<file path="config.mk">
export PLATFORM = sky130hd
export DESIGN_NAME = fill_burst_writer
export DESIGN_NICKNAME = d
export VERILOG_FILES = /design/src/rtl/fill_burst_writer.sv
export SDC_FILE = /design/constraint.sdc
export NUM_CORES = 2
export LEC_CHECK = 0
export CAP_MARGIN = 0
export CORE_AREA = 2 2 696 490
export DETAILED_ROUTE_END_ITERATION = 8
export DIE_AREA = 0 0 698 492
export DONT_BUFFER_PORTS = 1
export GPL_ROUTABILITY_DRIVEN = 0
export GPL_TIMING_DRIVEN = 0
export PLACE_DENSITY_LB_ADDON = 0.2
export SLEW_MARGIN = 40
export SYNTH_ARGS = -nofsm -noshare
export SYNTH_HDL_FRONTEND = slang
export SYNTH_SLANG_ARGS = --single-unit
</file>
<file path="constraint.sdc">
create_clock -name clk -period 50.5 [get_ports clk]
set_input_delay 10.1 -clock clk [delete_from_list [all_inputs] [get_ports clk]]
set_output_delay 10.1 -clock clk [all_outputs]
set_load 0.05 [all_outputs]
</file>
<file path="src/rtl/fill_burst_writer.sv">
// Line-fill FIFO that drains each {addr, line} entry as an AXI INCR write burst.
// Optional macro FILL_BURST_ERRCNT_EN adds a saturating error-response counter (err_cnt_o).
module fill_burst_writer #(
  parameter int unsigned ADDR_WIDTH   = 32,
  parameter int unsigned DATA_WIDTH   = 64,
  parameter int unsigned BEATS        = 4,
  parameter int unsigned OFFSET_WIDTH = 5,
  parameter int unsigned DEPTH        = 8,
  parameter int unsigned AFULL_MARGIN = 2,
  parameter int unsigned MAX_OUTST    = 4,
  parameter int unsigned ID_WIDTH     = 4,
  parameter int unsigned ID           = 0
) (
  input  logic                               clk,
  input  logic                               rst,
  output logic                               afull_o,
  input  logic                               wren_i,
  input  logic [ADDR_WIDTH+BEATS*DATA_WIDTH-1:0] data_i,
  output logic                               idle_o,
  output logic [ID_WIDTH-1:0]                awid_o,
  output logic [ADDR_WIDTH-1:0]              awaddr_o,
  output logic [3:0]                         awlen_o,
  output logic [2:0]                         awsize_o,
  output logic [1:0]                         awburst_o,
  output logic                               awvalid_o,
  input  logic                               awready_i,
  output logic [ID_WIDTH-1:0]                wid_o,
  output logic [DATA_WIDTH-1:0]              wdata_o,
  output logic [DATA_WIDTH/8-1:0]            wstrb_o,
  output logic                               wlast_o,
  output logic                               wvalid_o,
  input  logic                               wready_i,
  input  logic [ID_WIDTH-1:0]                bid_i,
  input  logic [1:0]                         bresp_i,
  input  logic                               bvalid_i,
  output logic                               bready_o,
`ifdef FILL_BURST_ERRCNT_EN
  output logic [7:0]                         err_cnt_o,
`endif
  output logic                               err_o
);

  localparam int unsigned LINE_W = BEATS * DATA_WIDTH;
  localparam int unsigned ENT_W  = ADDR_WIDTH + LINE_W;
  localparam int unsigned PTR_W  = $clog2(DEPTH);
  localparam int unsigned CNT_W  = PTR_W + 1;
  localparam int unsigned BEAT_W = (BEATS > 1) ? $clog2(BEATS) : 1;
  localparam int unsigned STRB_W = DATA_WIDTH / 8;
  localparam int unsigned OUT_W  = 4;

  typedef enum logic {S_IDLE, S_SEND} state_t;

  logic [ENT_W-1:0]      mem [DEPTH];
  logic [PTR_W-1:0]      wr_ptr, rd_ptr;
  logic [CNT_W-1:0]      count, count_nxt;
  logic [OUT_W-1:0]      outst, outst_nxt;
  state_t                state;
  logic                  aw_done, w_done;
  logic [BEAT_W-1:0]     beat, nxt_beat;
  logic [LINE_W-1:0]     stg_line;
  logic [ENT_W-1:0]      head;
  logic [ADDR_WIDTH-1:0] head_addr;
  logic [LINE_W-1:0]     head_line;
  logic                  aw_hs, w_hs, b_acc, load, done, push, pop, idle_nxt;
  logic                  unused_bits;

  assign awid_o    = ID_WIDTH'(ID);
  assign wid_o     = ID_WIDTH'(ID);
  assign awlen_o   = 4'(BEATS - 1);
  assign awsize_o  = 3'($clog2(STRB_W));
  assign awburst_o = 2'b01;
  assign wstrb_o   = '1;

  assign head      = mem[rd_ptr];
  assign head_addr = head[ENT_W-1:LINE_W];
  assign head_line = head[LINE_W-1:0];
  assign nxt_beat  = beat + BEAT_W'(1);

  assign unused_bits = ^{bid_i, head_addr[OFFSET_WIDTH-1:0]};

  // Handshakes, FIFO/credit bookkeeping and next-cycle idle
  always_comb begin
    aw_hs     = awvalid_o & awready_i;
    w_hs      = wvalid_o & wready_i;
    b_acc     = bvalid_i & bready_o;
    load      = (state == S_IDLE) && (count != '0) && (outst < OUT_W'(MAX_OUTST));
    done      = (state == S_SEND) && (aw_done || aw_hs) && (w_done || (w_hs && wlast_o));
    pop       = done;
    push      = wren_i && ((count != CNT_W'(DEPTH)) || pop);
    count_nxt = count + CNT_W'(push) - CNT_W'(pop);
    outst_nxt = outst;
    if (aw_hs && !b_acc) begin
      outst_nxt = outst + OUT_W'(1);
    end else if (!aw_hs && b_acc) begin
      outst_nxt = outst - OUT_W'(1);
    end
    idle_nxt  = (count_nxt == '0) && (outst_nxt == '0) &&
                (done || ((state == S_IDLE) && !load));
  end

  // Entry storage; the head stays resident until its burst completes
  always_ff @(posedge clk) begin
    if (push) begin
      mem[wr_ptr] <= data_i;
    end
  end

  always_ff @(posedge clk) begin
    if (rst) begin
      wr_ptr    <= '0;
      rd_ptr    <= '0;
      count     <= '0;
      outst     <= '0;
      state     <= S_IDLE;
      aw_done   <= 1'b0;
      w_done    <= 1'b0;
      beat      <= '0;
      stg_line  <= '0;
      awaddr_o  <= '0;
      awvalid_o <= 1'b0;
      wdata_o   <= '0;
      wlast_o   <= 1'b0;
      wvalid_o  <= 1'b0;
      bready_o  <= 1'b0;
      afull_o   <= 1'b0;
      idle_o    <= 1'b1;
      err_o     <= 1'b0;
    end else begin
      if (push) wr_ptr <= wr_ptr + PTR_W'(1);
      if (pop)  rd_ptr <= rd_ptr + PTR_W'(1);
      count    <= count_nxt;
      outst    <= outst_nxt;
      bready_o <= (outst_nxt != '0);
      afull_o  <= (CNT_W'(DEPTH) - count_nxt) <= CNT_W'(AFULL_MARGIN);
      idle_o   <= idle_nxt;
      if (b_acc && (bresp_i != 2'b00)) err_o <= 1'b1;

      case (state)
        S_IDLE: begin
          if (load) begin
            state     <= S_SEND;
            awaddr_o  <= {head_addr[ADDR_WIDTH-1:OFFSET_WIDTH], OFFSET_WIDTH'(0)};
            awvalid_o <= 1'b1;
            aw_done   <= 1'b0;
            stg_line  <= head_line;
            wdata_o   <= head_line[DATA_WIDTH-1:0];
            wlast_o   <= (BEATS == 1);
            wvalid_o  <= 1'b1;
            w_done    <= 1'b0;
            beat      <= '0;
          end
        end
        S_SEND: begin
          if (aw_hs) begin
            awvalid_o <= 1'b0;
            aw_done   <= 1'b1;
          end
          // W beats advance independently of the AW handshake
          if (w_hs) begin
            if (wlast_o) begin
              wvalid_o <= 1'b0;
              wlast_o  <= 1'b0;
              w_done   <= 1'b1;
            end else begin
              beat    <= nxt_beat;
              wdata_o <= stg_line[nxt_beat*DATA_WIDTH +: DATA_WIDTH];
              wlast_o <= (nxt_beat == BEAT_W'(BEATS - 1));
            end
          end
          if (done) state <= S_IDLE;
        end
        default: state <= S_IDLE;
      endcase
    end
  end

`ifdef FILL_BURST_ERRCNT_EN
  // Saturating count of non-OKAY responses
  always_ff @(posedge clk) begin
    if (rst) begin
      err_cnt_o <= '0;
    end else if (b_acc && (bresp_i != 2'b00) && (err_cnt_o != 8'hFF)) begin
      err_cnt_o <= err_cnt_o + 8'd1;
    end
  end
`endif

endmodule

</file>
==> impl_metrics.tcl <==
set metrics [dict create \
    max_stage_delay_ns 0.38 \
    fin_worst_skew_ns 0.0603 \
    pwr_density_cell_nw_per_um2 48.2 \
    first_global_vias 53500 \
    worstSetupEndpoint "mem[0][85]" \
    numClockSinks 2640 \
    synthArstFlopShare_pct 0 \
    path_clk_slew_ns 0.06 \
    ys_ff_latch 2640 \
    critical_path_required_ns 51.05 \
    routed_wirelength_um 324000 \
    io_buffer_count 0 \
    worst-r2r-cell-count 19 \
    die_area_um2 343000 \
    drcViolationCount 0 \
    path_cells "and2_1 > o221a_2 > buf_2 > o21ai_2 > nor4_2 > buf_2 > buf_2 > buf_2 > buf_2 > buf_2 > buf_2 > buf_2 > buf_2 > buf_2 > buf_2 > buf_2 > buf_2 > buf_4 > buf_2" \
    cap_viol_max_count 0 \
    cts_setup_buffers 0 \
    yosysTopAreaCellShare_pct 67.5 \
    p_sw_share_pct 29.9 \
    finalSetupTns_ns 0 \
    row_count 179 \
    cp_max_fo 8 \
    drtPass1Iterations 5 \
    ys.warnings.count 0 \
    hp-class "reg2reg" \
    synth.most_common_cell "edfxtp_1" \
    grt_first_pass_wirelength_um 443000 \
    grt_usage_pct 18.5 \
    finalPower_mw 5.79 \
    synthCells 5311 \
    status "completed" \
    antenna_found_initial 36 \
    p_leak_nw 38.0 \
    ir_drop_mv 0.0332 \
    layout.nets 6373 \
    fin_hold_ws_ns 0.465 \
    end_kind "flop" \
    comb_power_share_pct 15.2 \
    start_kind "input pin" \
    cts_tree "built" \
    critPathLaunch "awready_i" \
    cp_common_cell "buf_2" \
    worst_pin_slew_ns 0.900 \
    die-height_um 492 \
    numCtsBuffers 278 \
    ctsHtreeMaxLevel 5 \
    setup_viol_count_final 0 \
    fin_crit_sh_pct 26.9 \
    initial_core_util_pct 29.8 \
    slew_violations 0 \
    hold_viol 0 \
    ys_top_cells_by_area "edfxtp_1, mux4_2, dfxtp_1, mux2i_1, a211oi_1" \
    synth.distinct_cells 48 \
    path_class "in2reg" \
    num_io_pins 428 \
    dp_hpwl_um 241000 \
    ff2ff_setup_slack_ns 45.37 \
    synth-edff-count 2264 \
    seqPwrFrac_pct 48.9 \
    cts_root_buf "clkbuf_16" \
    reg2reg_to "mem[0][85]" \
    vias 53379 \
    fmax_ghz 0.0735 \
    ys.flop_type "edfxtp_1" \
    die_width_um 698 \
    avgViaCountPerCell 4.93 \
    power.net_switching_mw 1.73 \
    synth_seq_area_share_pct 74.9 \
    synthTopCellsByCount "edfxtp_1, mux4_2, nor2_1" \
    clkPwrFrac_pct 35.9 \
    worstPathArrival_ns 14.16 \
    coreArea_um2 338000 \
    mappedNetlistArea_um2 101000 \
    syn_area_per_cell_um2 19.0 \
    grt_max_degree 16 \
    cts_hold_buf 0 \
    clk_latency_ns 0.90 \
    grt_remaining_overflow 0 \
    p_int_mw 4.06 \
    relSlewSlack_pct 38.3 \
    synth_top_cell_by_area "edfxtp_1" \
    crit_path_top_delay_cell "nor4_2" \
    timing.rr.start "awvalid_o" \
    ant_nets 0 \
    drive_above_1_share_pct 26.4 \
    period_needed_ns 13.60 \
    area_growth_pct 19.2 \
    rsz0062_at_grt "no" \
    clockBufferDepth 4 \
    routedWlPerCell_um 30.0 \
    ctsResizeCount 0 \
    first_iter_violations 5527 \
]
[logic make-up after synthesis]
group	count (synthesis)	share of synthesized area (%)
buf+inv	379	1.92
fa+ha+maj	14	0.181
xor+xnor	9	0.0919
flops	2640	74.9
mux	987	16.0
simple gates	616	2.52
compound gates	664	4.32
other cells	2	0.00745
[area by class of cell]
cell class	count	area [um^2]
repair buffers	440	4090
multi-input cells	2320	23700
diodes	14	35.0
well taps	4525	5660
flip-flops and latches	2640	75500
inverters	13	48.8
clock buffers	377	7850
clock inverters	124	1280
plain buffers	366	1920
fillers	31825	218000
[worst min-delay path by stage]
stage	endpoint	cells past startpoint	slack, ns	from
after floorplan	aw_done	2	0.44	aw_done
after global placement	aw_done	2	0.45	aw_done
after detailed placement	aw_done	2	0.45	aw_done
after CTS	aw_done	2	0.46	aw_done
after global routing	aw_done	2	0.48	aw_done
final	aw_done	2	0.47	aw_done
[worst max-delay path, delay by kind of cell]
| family | cells | cell delay [ns] |
|---|---|---|
| buffers and inverters | 15 | 3.05 |
| AND/OR/NAND/NOR | 2 | 0.58 |
| AO/OA/AOI/OAI | 2 | 0.40 |
[power groups by stage]
stage / logic (mW) / clock network (mW) / registers, mW
2_1_floorplan: 0.502 / 0 / 2.84
3_3_place_gp: 0.817 / 0 / 3.07
3_5_place_dp: 0.881 / 0 / 2.88
4_1_cts: 0.886 / 2.13 / 2.83
5_1_grt: 0.946 / 2.21 / 2.84
6_report: 0.880 / 2.08 / 2.83
[flip-flops by register name, summed over array words and instances, names as in the netlist, named ones only]
| signal | cells |
|---|---|
| wdata_o | 64 |
| state | 1 |
| idle_o | 1 |
| rd_ptr | 3 |
| awaddr_o | 27 |
| beat | 2 |
| outst | 4 |
| count | 4 |
| awvalid_o | 1 |
| wlast_o | 1 |
| afull_o | 1 |
| wr_ptr | 3 |
| aw_done | 1 |
| w_done | 1 |
| wvalid_o | 1 |
| bready_o | 1 |
| stg_line | 256 |
| err_o | 1 |
| mem | 2264 |
[metal layers]
| metal | global-route usage, % | wire (um) |
|---|---|---|
| met4 | 4.36 | 7780 |
| met1 | 24.3 | 136000 |
| met2 | 29.7 | 151000 |
| met5 | 0 | 0 |
| met3 | 5.88 | 29800 |
[cell usage in the layout, fill, tap and decap left out, types with 113 or more instances in the layout]
cell,Yosys,final
a211oi_1,277,237
buf_2,113,307
buf_4,71,232
clkbuf_1,130,168
clkbuf_16,0,291
dfxtp_1,376,372
edfxtp_1,2264,2264
mux2_1,113,113
mux2i_1,357,349
mux4_2,486,486
nor2_1,441,438
nor3_1,144,140
[through the flow]
| stage | worst slack [ns] | cells | cell area [um^2] | util [%] |
|---|---|---|---|---|
| 3_5_place_dp | 36.00 | 10304 | 111000 | 32.8 |
| 3_3_place_gp | -22.74 | 9864 | 107000 | 31.5 |
| 4_1_cts | 36.91 | 10805 | 120000 | 35.5 |
| 5_1_grt | 36.69 | 10807 | 120000 | 35.6 |
| 6_report | 36.90 | 10819 | 120000 | 35.6 |
| 2_1_floorplan | 11.56 | 5339 | 101000 | - |
Power figures use the tool's default switching activity.
